`src/rtl/ups_dac_spi.sv`:
```
// ups_dac_spi
// -----------
// SPI transmitter for the UPS 16-bit output DAC. Accepts the controller's
// dac/dac_dv word stream and serialises each word MSB-first in SPI mode 0
// (SCLK idles low, DAC samples MOSI on the rising SCLK edge). A one-deep,
// latest-wins pending buffer absorbs words that arrive while a frame is in
// flight. Every output is a flop, so nothing combinational reaches the pins.
//
// Frame sequence: IDLE -> SETUP -> SHIFT -> HOLD -> [LDAC] -> GAP -> IDLE.
// Each phase lasts CLK_DIV cycles; each SHIFT bit lasts 2*CLK_DIV cycles.
//
// Build option:
//   UPS_DAC_LDAC_EN  when defined, an LDAC phase follows CS rising and
//                    pulses spi_ldac_n low for CLK_DIV cycles. When
//                    undefined, spi_ldac_n is tied high and the DAC updates
//                    on the rising edge of spi_cs_n.
//
// Parameters:
//   CLK_DIV     SCLK half-period in clk cycles, 1..255
//
// Ports:
//   clk         system clock, rising edge
//   rst_n       asynchronous active-low reset
//   dac         word to transmit, sampled when dac_dv=1
//   dac_dv      single-cycle valid strobe for dac
//   busy        high whenever the frame machine is not idle
//   done        one-cycle pulse in the first idle cycle after a frame
//   overrun     one-cycle pulse when an unsent pending word is overwritten
//   spi_cs_n    DAC chip select, active low
//   spi_sclk    serial clock
//   spi_mosi    serial data, MSB first
//   spi_ldac_n  DAC load strobe, active low

module ups_dac_spi #(
    parameter int CLK_DIV = 4
) (
    input  logic        clk,
    input  logic        rst_n,
    input  logic [15:0] dac,
    input  logic        dac_dv,
    output logic        busy,
    output logic        done,
    output logic        overrun,
    output logic        spi_cs_n,
    output logic        spi_sclk,
    output logic        spi_mosi,
    output logic        spi_ldac_n
);

    // Phase counter reload value: each phase counts CLK_DIV-1 down to 0.
    localparam logic [7:0] DIV_LAST = 8'(CLK_DIV - 1);

    typedef enum logic [2:0] {
        IDLE,
        SETUP,
        SHIFT,
        HOLD,
`ifdef UPS_DAC_LDAC_EN
        LDAC,
`endif
        GAP
    } state_t;

    state_t      state;
    logic [7:0]  div_cnt;     // cycles left in the current phase
    logic [3:0]  bit_cnt;     // bit currently on MOSI, 15 -> 0
    logic [14:0] shreg;       // bits still to send after the one on MOSI
    logic [15:0] pend_word;
    logic        pend_vld;

    logic        phase_end;
    logic        load_en;
    logic [15:0] load_word;

    assign phase_end = (div_cnt == 8'd0);

    // A waiting pending word always takes priority over a fresh dac word,
    // so the older word is never skipped.
    // NOTE: every signal written here gets a default first, so no path can
    // leave it unassigned and infer a latch.
    always_comb begin
        load_en   = 1'b0;
        load_word = dac;
        if (state == IDLE) begin
            if (pend_vld) begin
                load_en   = 1'b1;
                load_word = pend_word;
            end else if (dac_dv) begin
                load_en   = 1'b1;
            end
        end
    end

    // NOTE: sequential state uses non-blocking assignments only, so every
    // flop samples pre-edge values regardless of statement order.
    always_ff @(posedge clk or negedge rst_n) begin
        if (!rst_n) begin
            state      <= IDLE;
            div_cnt    <= 8'd0;
            bit_cnt    <= 4'd0;
            shreg      <= 15'd0;
            pend_word  <= 16'd0;
            pend_vld   <= 1'b0;
            busy       <= 1'b0;
            done       <= 1'b0;
            overrun    <= 1'b0;
            spi_cs_n   <= 1'b1;
            spi_sclk   <= 1'b0;
            spi_mosi   <= 1'b0;
`ifdef UPS_DAC_LDAC_EN
            spi_ldac_n <= 1'b1;
`endif
        end else begin
            done    <= 1'b0;
            overrun <= 1'b0;

            // Pending buffer. In IDLE a valid pending word is consumed this
            // cycle; a simultaneous dac_dv refills it without an overrun.
            // Outside IDLE every dac_dv lands here, latest wins.
            if (state == IDLE) begin
                pend_vld <= pend_vld && dac_dv;
                if (pend_vld && dac_dv) begin
                    pend_word <= dac;
                end
            end else if (dac_dv) begin
                pend_word <= dac;
                pend_vld  <= 1'b1;
                overrun   <= pend_vld;
            end

            case (state)
                IDLE: begin
                    if (load_en) begin
                        state    <= SETUP;
                        busy     <= 1'b1;
                        spi_cs_n <= 1'b0;
                        spi_sclk <= 1'b0;
                        spi_mosi <= load_word[15];
                        shreg    <= load_word[14:0];
                        div_cnt  <= DIV_LAST;
                    end
                end

                SETUP: begin
                    if (phase_end) begin
                        state   <= SHIFT;
                        bit_cnt <= 4'd15;
                        div_cnt <= DIV_LAST;
                    end else begin
                        div_cnt <= div_cnt - 8'd1;
                    end
                end

                // Each bit: low half then high half. MOSI only changes with
                // the falling edge that starts the next bit's low half.
                SHIFT: begin
                    if (!phase_end) begin
                        div_cnt <= div_cnt - 8'd1;
                    end else begin
                        div_cnt <= DIV_LAST;
                        if (!spi_sclk) begin
                            spi_sclk <= 1'b1;
                        end else if (bit_cnt == 4'd0) begin
                            state    <= HOLD;
                            spi_sclk <= 1'b0;
                            spi_mosi <= 1'b0;
                        end else begin
                            spi_sclk <= 1'b0;
                            bit_cnt  <= bit_cnt - 4'd1;
                            spi_mosi <= shreg[14];
                            shreg    <= {shreg[13:0], 1'b0};
                        end
                    end
                end

                HOLD: begin
                    if (phase_end) begin
                        div_cnt  <= DIV_LAST;
                        spi_cs_n <= 1'b1;
`ifdef UPS_DAC_LDAC_EN
                        state      <= LDAC;
                        spi_ldac_n <= 1'b0;
`else
                        state      <= GAP;
`endif
                    end else begin
                        div_cnt <= div_cnt - 8'd1;
                    end
                end

`ifdef UPS_DAC_LDAC_EN
                LDAC: begin
                    if (phase_end) begin
                        state      <= GAP;
                        div_cnt    <= DIV_LAST;
                        spi_ldac_n <= 1'b1;
                    end else begin
                        div_cnt <= div_cnt - 8'd1;
                    end
                end
`endif

                // Minimum CS-high time before the next frame may start.
                GAP: begin
                    if (phase_end) begin
                        state <= IDLE;
                        busy  <= 1'b0;
                        done  <= 1'b1;
                    end else begin
                        div_cnt <= div_cnt - 8'd1;
                    end
                end

                default: state <= IDLE;
            endcase
        end
    end

`ifndef UPS_DAC_LDAC_EN
    // Without the LDAC phase the DAC updates on CS rising; keep LDAC inactive.
    assign spi_ldac_n = 1'b1;
`endif

endmodule

```
`config.mk`:
```
export PLATFORM = sky130hd
export DESIGN_NAME = ups_dac_spi
export DESIGN_NICKNAME = d
export VERILOG_FILES = /design/src/rtl/ups_dac_spi.sv
export SDC_FILE = /design/constraint.sdc
export NUM_CORES = 1
export LEC_CHECK = 0
export BUFFER_PORTS_ARGS = -buffer_cell sky130_fd_sc_hd__clkbuf_2
export CELL_PAD_IN_SITES_DETAIL_PLACEMENT = 1
export CELL_PAD_IN_SITES_GLOBAL_PLACEMENT = 1
export CORE_AREA = 2 2 74 94
export CTS_BUF_LIST = sky130_fd_sc_hd__clkbuf_4 sky130_fd_sc_hd__clkbuf_8 sky130_fd_sc_hd__clkbuf_16
export CTS_CLUSTER_DIAMETER = 100
export DETAILED_ROUTE_END_ITERATION = 7
export DIE_AREA = 0 0 76 96
export GPL_ROUTABILITY_DRIVEN = 0
export HOLD_SLACK_MARGIN = 0.1
export PLACE_DENSITY_LB_ADDON = 0.1
export SLEW_MARGIN = 20
export SYNTH_ARGS = -nofsm -noshare
export SYNTH_HDL_FRONTEND = slang
export SYNTH_SLANG_ARGS = --single-unit
```
`constraint.sdc`:
```
create_clock -name clk -period 2.6 [get_ports clk]
set_clock_uncertainty 0.05 [all_clocks]
set_input_delay 0.13 -clock clk [delete_from_list [all_inputs] [get_ports clk]]
set_output_delay 0.13 -clock clk [all_outputs]
set_load 0.05 [all_outputs]
```
==> results_dict.tcl <==
set metrics [dict create \
    status "finished clean" \
    detailed_place.area_um2 3180 \
    seq_area_frac_synth_pct 44.9 \
    route.vias.total 2211 \
    slew_headroom_pct 36.4 \
    crit_path_cell_trace "inv_1 > ha_1 > nor3b_2 > nand4_1 > a21oi_2 > buf_4 > mux2_2" \
    hold_violations 0 \
    synth_register_bits 53 \
    postCtsResizedCells 0 \
    gr-usage-all-layers_pct 19.8 \
    die_width_um 76 \
    pins_over_slew_limit 0 \
    fin_util_pct 53.7 \
    antenna_left 0 \
    cpMaxStageDelayCell "sky130_fd_sc_hd__dfrtp_1" \
    grt-ovfl-total 0 \
    fin_crit_ns 2.20 \
    dpl_worst_slack_ns 0.429 \
    synth_largest_area_cell "sky130_fd_sc_hd__dfrtp_1" \
    maximum_number_of_pins_on_one_net_before_global_route_repair 38 \
    cts_tree "built" \
    critPathMaxStageDelay_ns 0.43 \
    area_growth_syn_to_layout_pct 16.4 \
    async_flop_share_pct 100 \
    clk_pin_slew_worst_paths_ns 0.10 \
    cts_inserted_buffers 5 \
    cts_setup_buffers 0 \
    ir_drop_mv 0.486 \
    post_synth_instance_area_um2 2950 \
    worst_hold_path_type "in -> reg" \
    synthesis.area_per_instance_um2 10.8 \
    antenna_found_initial 0 \
    tritoncts_num_sinks 53 \
    ctsHtreeMaxLevel 2 \
    layout-drive-gt1-share_pct 25.0 \
    achievable-frequency_mhz 454 \
    timing_worst_setup_path_type "reg -> reg" \
    yosysTopAreaCellShare_pct 44.0 \
    syn_nets 295 \
    min_period_over_period_pct 84.7 \
    layout.cells.most_common "sky130_fd_sc_hd__dfrtp_1" \
    cp.required_ns 2.75 \
    dominantRegCellSynth "sky130_fd_sc_hd__dfrtp_1" \
    worstPathBufferInverterCount 2 \
    cp-end-kind "flip-flop" \
    netlist_top_cells_area "sky130_fd_sc_hd__dfrtp_1 (44%), sky130_fd_sc_hd__mux2_2 (7.2%), sky130_fd_sc_hd__mux2i_1 (6.8%)" \
    grt_setup_unrepaired "no" \
    floorplan.initialDensity_pct 46.2 \
    die_y_um 96 \
    fin_nets 337 \
    grt_pass1_wl_um 11500 \
    die_area_um2 7300 \
    floorplan.core_area_um2 6400 \
    path_delay_family "simple AND/OR/NAND/NOR gates" \
    layout.cells.most_common_list "sky130_fd_sc_hd__dfrtp_1 (52), sky130_fd_sc_hd__nand2_1 (25), sky130_fd_sc_hd__clkbuf_2 (24)" \
    detailedRoute.firstPassIterationCount 4 \
    detail_route.wirelength_um 6580 \
    drt-initial-drc-count 59 \
    power_density_nw_per_um2 907 \
    yosysUniqueCellTypes 59 \
    post_synth_inst_count 273 \
    wire_per_inst_um 16.3 \
    io_buffer_count 24 \
    critical_path_start_type "flip-flop" \
    fin_ws_ns 0.399 \
    timing.max_cap.violations 0 \
    detailedPlacementHpwl_um 4660 \
    cts-root-to-sink-buffers 2 \
    rows 33 \
    detailed_route_vias_per_instance 5.49 \
    remaining_drc_errors 0 \
    worst_tran_pin_value_ns 0.954 \
    clock_tree.root_cell "sky130_fd_sc_hd__clkbuf_8" \
    cts_hold_repair.buffers 17 \
    final.setup.tns_ns 0 \
    grt_pass1_vias 2359 \
    crit_fanout 15 \
    ioPinCount 26 \
    antenna-diode-count 0 \
    static-leakage-power_nw 1.51 \
    number_of_flops_mapped_to_enable_cells_by_yosys 0 \
    cp_data_arrival_time_ns 2.35 \
    clk-insertion-delay-late_ns 0.31 \
    report.final.setup_viol 0 \
    yosys_warnings 0 \
    layout.cell_area.non_filler_um2 3440 \
]
report_power, final:
group	leakage (nW)	internal [mW]	switching, mW
sequential	0.628	1.11	0.276
clock	0.0408	0.201	0.284
combinational	0.839	0.575	0.679
cells by family after synthesis:
group	synth area share, %
other	0.127
buffers and inverters	4.49
adder cells (fa/ha/maj)	1.61
AND/OR/NAND/NOR	14.1
XOR/XNOR	0.593
multiplexers	19.7
AO/OA/AOI/OAI	14.4
flip-flops	44.9
worst paths after layout:
check	start	end	slack [ns]	cells past startpoint
setup / recovery	div_cnt[0]	shreg[4]	0.40	7
hold / removal	dac_dv	overrun	0.1	3
setup reg to reg	div_cnt[0]	shreg[4]	0.40	7
hold reg to reg	shreg[13]	shreg[13]	0.44	1
max in group asynchronous	rst_n	spi_mosi	1.34	3
min in group asynchronous	rst_n	div_cnt[5]	0.45	2
Yosys cell counts (2+ instances only):
master and count:
sky130_fd_sc_hd__a21oi_1 7, sky130_fd_sc_hd__a22oi_1 3, sky130_fd_sc_hd__a31oi_1 3, sky130_fd_sc_hd__and4_1 2, sky130_fd_sc_hd__buf_2 7, sky130_fd_sc_hd__buf_6 3
sky130_fd_sc_hd__clkbuf_1 6, sky130_fd_sc_hd__dfrtp_1 52, sky130_fd_sc_hd__ha_1 3, sky130_fd_sc_hd__inv_1 8, sky130_fd_sc_hd__mux2_1 15, sky130_fd_sc_hd__mux2_2 19
sky130_fd_sc_hd__mux2i_1 20, sky130_fd_sc_hd__nand2_1 25, sky130_fd_sc_hd__nand2b_1 2, sky130_fd_sc_hd__nand3_1 3, sky130_fd_sc_hd__nor2_1 10, sky130_fd_sc_hd__nor2b_1 4
sky130_fd_sc_hd__nor3_1 4, sky130_fd_sc_hd__nor3b_1 2, sky130_fd_sc_hd__nor3b_2 2, sky130_fd_sc_hd__nor4_1 4, sky130_fd_sc_hd__o211ai_1 2, sky130_fd_sc_hd__o21ai_0 23
sky130_fd_sc_hd__o21ai_1 3, sky130_fd_sc_hd__o21bai_1 3, sky130_fd_sc_hd__o221ai_1 3, sky130_fd_sc_hd__o311ai_0 2, sky130_fd_sc_hd__or3b_2 3
through the flow:
stage	total power, mW	cells	hold WS, ns
final	3.12	403	0.0982
after floorplan	2.35	273	-0.216
after global routing	3.36	403	0.117
after CTS	3.15	403	0.103
after global placement	2.58	378	0.280
after detailed placement	2.64	378	0.276
cell type report:
type                    instances  area [um2]
clock buffers                   6        76.3
multi-input cells             194        1500
inverters                       8        30.0
fillers                       692        2960
flip-flops and latches         53        1330
repair buffers                 53         380
clock inverters                 2        15.0
well taps                      87         109
sequential cells by signal, indices dropped and copies added, names as in the netlist:
register   count
pend_word     16
shreg         15
div_cnt        8
bit_cnt        4
state          3
busy           1
done           1
overrun        1
pend_vld       1
spi_cs_n       1
spi_mosi       1
spi_sclk       1
per-layer routing:
metal	vias to the layer above	global-route usage, %	share of wire (%)
li1	1077	-	-
met2	26	37.9	54
met5	-	0	0
met3	7	3.56	2.3
met1	1101	23.4	43
met4	0	4.55	1.3
worst min-delay path: cells and delay by family:
family / cells / cell delay [ns]
AND/OR/NAND/NOR: 2 / 0.16
buffers and inverters: 1 / 0.13
(Power assumes the default switching activity.)
